### config.mk
export PLATFORM = sky130hd
export DESIGN_NAME = capsense_scan
export DESIGN_NICKNAME = d
export VERILOG_FILES = /design/src/rtl/capsense_pkg.sv /design/src/rtl/capsense_chan.sv /design/src/rtl/capsense_scan.sv
export SDC_FILE = /design/constraint.sdc
export NUM_CORES = 1
export LEC_CHECK = 0
export ABC_AREA = 1
export CAP_MARGIN = 20
export CORE_AREA = 5 5 76 105
export CTS_CLUSTER_SIZE = 16
export DETAILED_ROUTE_END_ITERATION = 10
export DIE_AREA = 0 0 81 110
export GPL_TIMING_DRIVEN = 0
export PLACE_DENSITY_LB_ADDON = 0.25
export SYNTH_ARGS = -nofsm -noshare
export SYNTH_HDL_FRONTEND = slang
export SYNTH_SLANG_ARGS = --single-unit
### constraint.sdc
create_clock -name clk_i -period 2.99 [get_ports clk_i]
set_clock_uncertainty 0.05 [all_clocks]
set_input_delay 0.299 -clock clk_i [delete_from_list [all_inputs] [get_ports clk_i]]
set_output_delay 0.299 -clock clk_i [all_outputs]
set_load 0.1 [all_outputs]
### src/rtl/capsense_pkg.sv
// Shared types and helpers for the capacitive-touch scanner.
package capsense_pkg;

  typedef enum logic [1:0] {
    ST_IDLE,
    ST_DISCHARGE,
    ST_CHARGE,
    ST_EVAL
  } cs_state_t;

  function automatic int unsigned cnt_max(input int unsigned w);
    return (32'd1 << w) - 32'd1;
  endfunction

  function automatic int unsigned chan_lsb(input int unsigned k, input int unsigned w);
    return k * w;
  endfunction

endpackage

### src/rtl/capsense_chan.sv
// One scanner channel: charge-time latch, overflow flag and press classification.
// CAPSENSE_BASELINE_EN adds a per-channel IIR baseline in place of the fixed threshold.
module capsense_chan
  import capsense_pkg::*;
#(
  parameter int unsigned CNT_W        = 8,
  parameter int unsigned PRESS_THRESH = 4
`ifdef CAPSENSE_BASELINE_EN
  ,
  parameter int unsigned BASE_SHIFT   = 3
`endif
) (
  input  logic             clk_i,
  input  logic             rst_i,
  input  logic             clear,
  input  logic             tick,
  input  logic             at_max,
  input  logic             pad,
  input  logic [CNT_W-1:0] cnt,
  input  logic             eval,
  output logic             latched,
  output logic [CNT_W-1:0] count_o,
  output logic             pressed_o,
  output logic             overflow_o
);

  logic [CNT_W-1:0] cnt_lat;
  logic             ovf_lat;
  logic             press_cmp;

  // at_max only matters on the final tick: an unlatched pad takes CNT_MAX and flags overflow
  always_ff @(posedge clk_i) begin
    if (rst_i || clear) begin
      latched <= 1'b0;
      cnt_lat <= '0;
      ovf_lat <= 1'b0;
    end else if (tick && !latched) begin
      if (pad) begin
        latched <= 1'b1;
        cnt_lat <= cnt;
      end else if (at_max) begin
        latched <= 1'b1;
        cnt_lat <= cnt;
        ovf_lat <= 1'b1;
      end
    end
  end

`ifdef CAPSENSE_BASELINE_EN
  logic [CNT_W-1:0]        base;
  logic                    first_scan;
  logic signed [CNT_W:0]   diff;
  logic signed [CNT_W:0]   step;

  always_comb begin
    press_cmp = {1'b0, cnt_lat} > ({1'b0, base} + (CNT_W+1)'(PRESS_THRESH));
    diff      = signed'({1'b0, cnt_lat}) - signed'({1'b0, base});
    step      = diff >>> BASE_SHIFT;
  end

  always_ff @(posedge clk_i) begin
    if (rst_i) begin
      count_o    <= '0;
      pressed_o  <= 1'b0;
      overflow_o <= 1'b0;
      base       <= '0;
      first_scan <= 1'b1;
    end else if (eval) begin
      count_o    <= cnt_lat;
      overflow_o <= ovf_lat;
      if (first_scan) begin
        base       <= cnt_lat;
        pressed_o  <= 1'b0;
        first_scan <= 1'b0;
      end else begin
        pressed_o <= press_cmp;
        if (!press_cmp && !ovf_lat)
          base <= base + step[CNT_W-1:0];
      end
    end
  end
`else
  always_comb press_cmp = {1'b0, cnt_lat} > (CNT_W+1)'(PRESS_THRESH);

  always_ff @(posedge clk_i) begin
    if (rst_i) begin
      count_o    <= '0;
      pressed_o  <= 1'b0;
      overflow_o <= 1'b0;
    end else if (eval) begin
      count_o    <= cnt_lat;
      overflow_o <= ovf_lat;
      pressed_o  <= press_cmp;
    end
  end
`endif

endmodule

### src/rtl/capsense_scan.sv
// N-channel capacitive-touch scanner: discharge, release, time each pad's charge, classify.
// Optional CAPSENSE_BASELINE_EN selects per-channel adaptive baseline classification.
module capsense_scan
  import capsense_pkg::*;
#(
  parameter int unsigned N             = 4,
  parameter int unsigned CNT_W         = 8,
  parameter int unsigned DISCHARGE_CYC = 16,
  parameter int unsigned PRESS_THRESH  = 4,
  parameter int unsigned BASE_SHIFT    = 3
) (
  input  logic               clk_i,
  input  logic               rst_i,
  input  logic               ena_i,
  input  logic               start_i,
  input  logic [N-1:0]       buttons_i,
  output logic               buttons_oe,
  output logic               busy_o,
  output logic               done_o,
  output logic [N*CNT_W-1:0] count_o,
  output logic [N-1:0]       pressed_o,
  output logic [N-1:0]       overflow_o
);

  localparam logic [CNT_W-1:0] CMAX     = CNT_W'(cnt_max(CNT_W));
  localparam logic [CNT_W-1:0] DIS_LAST = CNT_W'(DISCHARGE_CYC - 1);

  if (DISCHARGE_CYC < 1 || DISCHARGE_CYC > cnt_max(CNT_W) + 1 || BASE_SHIFT > CNT_W) begin : g_cfg_check
    $error("capsense_scan: invalid parameter set");
  end

  cs_state_t        state, state_nx;
  logic [CNT_W-1:0] cnt, cnt_nx;
  logic [N-1:0]     sync1, sync2;
  logic [N-1:0]     latched;
  logic             clear, tick, eval, at_max;

  always_ff @(posedge clk_i) begin
    if (rst_i) begin
      sync1 <= '0;
      sync2 <= '0;
    end else begin
      sync1 <= buttons_i;
      sync2 <= sync1;
    end
  end

  always_ff @(posedge clk_i) begin
    if (rst_i) begin
      state  <= ST_IDLE;
      cnt    <= '0;
      done_o <= 1'b0;
    end else begin
      state  <= state_nx;
      cnt    <= cnt_nx;
      done_o <= eval;
    end
  end

  assign at_max = (cnt == CMAX);

  // Exit test uses this tick's pad samples so a final latch and the exit share one tick
  always_comb begin
    state_nx = state;
    cnt_nx   = cnt;
    clear    = 1'b0;
    tick     = 1'b0;
    eval     = 1'b0;
    unique case (state)
      ST_IDLE: begin
        if (start_i) begin
          state_nx = ST_DISCHARGE;
          cnt_nx   = '0;
        end
      end
      ST_DISCHARGE: begin
        if (ena_i) begin
          if (cnt == DIS_LAST) begin
            state_nx = ST_CHARGE;
            cnt_nx   = '0;
            clear    = 1'b1;
          end else begin
            cnt_nx = cnt + 1'b1;
          end
        end
      end
      ST_CHARGE: begin
        if (ena_i) begin
          tick = 1'b1;
          if (&(latched | sync2) || at_max)
            state_nx = ST_EVAL;
          else
            cnt_nx = cnt + 1'b1;
        end
      end
      ST_EVAL: begin
        eval     = 1'b1;
        state_nx = ST_IDLE;
      end
      default: state_nx = ST_IDLE;
    endcase
  end

  assign buttons_oe = (state != ST_CHARGE);
  assign busy_o     = (state != ST_IDLE);

  for (genvar k = 0; k < N; k++) begin : g_chan
    capsense_chan #(
      .CNT_W        (CNT_W),
      .PRESS_THRESH (PRESS_THRESH)
`ifdef CAPSENSE_BASELINE_EN
      ,
      .BASE_SHIFT   (BASE_SHIFT)
`endif
    ) u_chan (
      .clk_i      (clk_i),
      .rst_i      (rst_i),
      .clear      (clear),
      .tick       (tick),
      .at_max     (at_max),
      .pad        (sync2[k]),
      .cnt        (cnt),
      .eval       (eval),
      .latched    (latched[k]),
      .count_o    (count_o[chan_lsb(k, CNT_W) +: CNT_W]),
      .pressed_o  (pressed_o[k]),
      .overflow_o (overflow_o[k])
    );
  end

endmodule
# --- Word-level counts from Yosys, hierarchy flattened ---
# Index checks and enable logic that the tools add are counted.
word_totals:
  ff_bits: 99
  elab_cells: 107
  out_inout_bits: 43
  inputBits: 8
classes:
  add_sub_neg: 1
  n_bitwise: 5
  eq_ne: 12
  mux: 28
  n_lt_le_gt_ge: 4
  n_reduce_logical: 28
ops:
  columns: ["operator", "n"]
  rows:
  - ["$mux W8", 10]
  - ["$gt A8 B3 Y1 const B", 4]
  - ["$pmux W8 S3", 1]
  - ["$ne A2 B2 Y1 const B", 7]
  - ["$reduce_and A3 Y1", 4]
  - ["$mux W1", 11]
  - ["$mux W2", 5]
  - ["$reduce_and A5 Y1", 2]
  - ["$reduce_bool A2 Y1", 5]
  - ["$add A8 B1 Y8 const B", 1]
  - ["$eq A8 B4 Y1 const B", 1]
  - ["$eq A8 B8 Y1 const B", 1]
  - ["$pmux W2 S4", 1]
  - ["$reduce_and A2 Y1", 4]
  - ["$eq A2 B2 Y1 const B", 2]
  - ["$logic_and A1 B1 Y1", 4]
  - ["$logic_not A1 Y1", 4]
  - ["$not A1 Y1", 4]
  - ["$or A4 B4 Y4", 1]
  - ["$reduce_and A4 Y1", 1]
  - ["$reduce_bool A3 Y1", 1]
  - ["$eq A2 B1 Y1 const B", 1]
  - ["$logic_not A2 Y1", 1]
  - ["$logic_or A1 B1 Y1", 2]

# --- Longest topological paths before layout ---
# Gate-level depths: netlist (run 1).
depth:
  ltp_word: 6
  mapped_depth: 13

# --- Modules after synthesis ---
# A second synthesis (run 1) with hierarchy kept.
hier_totals:
  cells_unflattened: 585
  area_unflattened_um2: 4350.4
by_module_without_submodules:
  columns: ["module", "area_each_um2", "cells_each", "n_inst"]
  rows:
  - ["capsense_chan", 805.8, 104, 4]
  - ["capsense_scan", 1127.3, 169, 1]

# --- Worst setup path after synthesis (run 1) ---
# OpenSTA, ideal clock, no wires.
synth_timing:
  path_type: "reg2reg"
  startpoint: "reg state[0]"
  endpoint: "reg cnt[3]"
  setup_time_ns: 0.111
  required_time_ns: 2.829
  path_buffers: 1
  t_arrival_ns: 1.840
  stages_incl_launch_ff: 10
  setup_slack_ns: 0.989
  period_less_slack_ns: 2.001
  cell_sequence: "dfxtp_1 -> inv_1 -> ha_1 -> buf_2 -> inv_1 -> nand2_1 -> nand3_1 -> nand2_1 -> nand2_1 -> nor2_1"
synth_between:
  elab_chain_len: 3
synth_lines:
  columns: ["element", "line_no", "rtl"]
  rows:
  - ["start, declared", "capsense_scan.sv:32", "cs_state_t state, state_nx;"]
  - ["start signal, assigned", "capsense_scan.sv:54", "state <= state_nx;"]
  - ["$eq A2 B2 Y1, or another cell as far along", "capsense_scan.sv:69", "unique case (state)"]
  - ["$ne A2 B2 Y1 (no line) / $reduce_bool A3 Y1 (equally long branches)", null, null]
  - ["$reduce_and A5 Y1 (no line)", null, null]
  - ["end signal, assigned", "capsense_scan.sv:55", "cnt <= cnt_nx;"]
  - ["end, declared", "capsense_scan.sv:33", "logic [CNT_W-1:0] cnt, cnt_nx;"]
# Several ways; a longest one is shown, not always the timed one.
# A chain may end at the register's enable or synchronous reset.

# --- Worst setup path after layout (run 1) ---
layout_timing:
  startpoint: "reg state[0]"
  endpoint: "out buttons_oe"
layout_between:
  elab_chain_len: 1
layout_lines:
  columns: ["element", "line_no", "rtl"]
  rows:
  - ["$ne A2 B2 Y1", "capsense_scan.sv:104", "assign buttons_oe = (state != ST_CHARGE);"]
  - ["end, declared", "capsense_scan.sv:17", "output logic buttons_oe,"]
# Every way passes these cells.

==> impl_metrics.toml, run 1 <==
[place]
port_buffers = 50
routabilityCongestion = 0.890
dp_cells = 647
dp_hpwl_um = 6840

[worst_setup_path]
r2r_start = "state[1]"
ff2ff_setup_slack_ps = 950
critPathMaxFanout = 9
crit_required_ps = 2640
r2r.worst_path.cells = 10
startpoint_type = "register"
crit_start = "state[0]"
cp.arrival_ps = 2450
worstReg2RegEnd = "cnt[6]"
critPathCaptureType = "primary output"
critPathKind = "reg2out"

[clocking]
ctsHoldBuffers = 0
insertion_delay_ps = 370
cts_buffer_depth = 2
clk_pin_slew_worst_paths_ps = 80
cts_max_level = 3
cts_resized = 0
cts_buffers = 9
clock_sinks = 99
cts_tree = "yes"
root_buffer = "clkbuf_8"
cts_setup_buffers = 0

[job]
max-cap-violations = 0

[routing]
via_per_inst = 5.24
post_drt_wl_per_cell_um = 14.0
detail-route-antenna-nets = 0
drt_iter0_markers = 400
wirelength_um = 9300
vias = 3471
dr.pass1.iters = 5
route.detailed.drc = 0

[logic_synthesis]
avgSynthCellArea_um2 = 7.84
synth_edf_count = 0
synth_area_um2 = 3940
ys_types = 32
synth_flop_cell = "dfxtp_1"
ys_ff_latch = 99
postSynthCellCount = 502
yosysWarnings = 0
syn_nets = 516
ys_seq_area_share_pct = 50.3
async_reset_ff_share_pct = 0

[power_and_ir_drop]
vdd_drop_max_mv = 0.947
power_leakage_nw = 1.92
power_density_nw_per_um2 = 725

[run_status]
outcome = "complete, no violations"

[floorplan]
initial_core_util_pct = 56.8
die_area_um2 = 8910
io_pins = 51
die_h_um = 110
row_count = 36
core_um2 = 6940
die-width_um = 81

[sta]
slew_headroom_pct = 34.5
setup_tns_ps = 0
fin_crit_ps = 2800
setup_viol = 0
finalMaxSlewViolations = 0
rsz0062_at_grt = "no"
max_slew.worst_pin.slew_ps = 979
fmax_ghz = 0.358
finalCritPeriodShare_pct = 93.5
hold_viol = 0

[min_path]
hold_end = "sync2[1]"
hp-start = "sync1[1]"
hold_class = "reg2reg"
min_path_cells = 2

[global_route]
grt_usage_pct = 22.4
antenna_found_initial = 0
grt_pass1_vias = 3269
grt_max_degree = 17
grt_pass1_wl_um = 15300
grt_overflow = 0

[finish]
area_growth_pct = 20.2
drive_gt1_share_pct = 8.63
num_antenna_cells = 0
instances_no_fill = 663
nets = 577
-- Yosys cell counts, types with 2 or more instances --
library cell	instances	area [µm²]
a211oi_1	8	60.1
a211oi_2	2	25.0
a21oi_1	41	205
a21oi_4	2	32.5
a41oi_1	3	26.3
buf_2	3	15.0
buf_4	10	75.1
buf_6	5	56.3
clkbuf_1	13	48.8
dfxtp_1	99	1980
ha_1	6	75.1
inv_1	38	143
inv_2	3	11.3
nand2_1	69	259
nand3_1	14	70.1
nand4_1	3	18.8
nor2_1	108	405
nor3_1	4	20.0
o21ai_0	52	260
o21ai_1	7	35.0
-- critical path, cell delays in order, from the launching register on --
cell	delay, ps
dfxtp_1	390
inv_1	100
ha_1	200
buf_2	170
inv_1	90
clkdlybuf4s50_1	1130
-- flip-flops by register name, summed over array words and instances, names as in the netlist, 4 cells and up --
register / count
cnt: 8
g_chan.u_chan.cnt_lat: 32
g_chan.u_chan.count_o: 32
g_chan.u_chan.latched: 4
g_chan.u_chan.overflow_o: 4
g_chan.u_chan.ovf_lat: 4
g_chan.u_chan.pressed_o: 4
sync1: 4
sync2: 4
-- cell usage in the layout, fill, tap and decap left out, types with 2 or more instances in the layout --
cell and instances:
clkinv_2 2, inv_1 38, nor3_1 4, a211oi_1 8
a41oi_1 3, nand2_1 69, dfxtp_1 99, a211oi_2 2
buf_4 10, clkbuf_1 14, clkinv_4 2, nand4_1 3
a21oi_1 41, clkdlybuf4s50_1 50, ha_1 6, nand3_1 14
o21ai_1 7, o21ai_0 52, inv_2 3, nor2_1 108
buf_6 5, buf_2 3, clkbuf_8 10, a21oi_4 2
-- metrics by stage --
step | hold slack [ps] | power [mW] | setup WS [ps] | util, % | cell area [µm²]
after global placement | 340 | 2.66 | 631 | 65.7 | 4560
after floorplan | 333 | 2.41 | 989 | - | 3940
after CTS | 365 | 3.45 | 185 | 68.3 | 4730
after global routing | 377 | 3.60 | 72.8 | 68.3 | 4730
after detailed placement | 353 | 2.68 | 589 | 65.7 | 4560
final | 361 | 3.43 | 194 | 68.3 | 4730
-- worst max path at each step --
stage,end,slack [ps],depth (start not counted)
after global routing,buttons_oe,70,5
after floorplan,cnt[3],990,9
after CTS,buttons_oe,190,5
after detailed placement,buttons_oe,590,5
final,buttons_oe,190,5
after global placement,buttons_oe,630,5
-- kinds of logic (layout without fill, tap and decap cells) --
group | Yosys count | after routing | synth area share (%)
AND/OR/NAND/NOR | 203 | 203 | 20.8
AO/OA/AOI/OAI | 120 | 120 | 17.9
flip-flops | 99 | 99 | 50.3
buffers and inverters | 74 | 140 | 9.06
adder cells (fa/ha/maj) | 6 | 6 | 1.91
-- layout make-up --
cell class / count / area (µm²)
flip-flops and latches: 99 / 1980
clock inverters: 5 / 36.3
repair buffers: 50 / 500
clock buffers: 11 / 141
fillers: 620 / 2200
inverters: 42 / 158
multi-input cells: 329 / 1600
well taps: 95 / 119
plain buffers: 32 / 199
-- power by group --
part	switching (mW)	leakage, nW	internal, mW
clock network	0.454	0.0937	0.329
registers	0.0511	0.800	1.41
logic	0.900	1.02	0.295
-- metal layers --
metal / part of all wire (%) / routed length [µm] / vias up / global-route usage, %
li1: - / - / 1739 / -
met1: 42 / 3900 / 1610 / 27.5
met2: 51 / 4740 / 109 / 39.1
met3: 5.4 / 501 / 13 / 4.31
met4: 1.7 / 161 / 0 / 7.37
met5: 0 / 0 / - / 0
No activity file was read; power rests on OpenSTA's default activity.
==> run 2: changes to the inputs <==
--- a/config.mk
+++ b/config.mk
@@ -13,6 +13,7 @@
 export DIE_AREA = 0 0 81 110
 export GPL_TIMING_DRIVEN = 0
 export PLACE_DENSITY_LB_ADDON = 0.25
+export SKIP_LAST_GASP = 1
 export SYNTH_ARGS = -nofsm -noshare
 export SYNTH_HDL_FRONTEND = slang
 export SYNTH_SLANG_ARGS = --single-unit
==> results of run 2 <==
No change in the layout: final DEF, timing and power equal those of run 1.
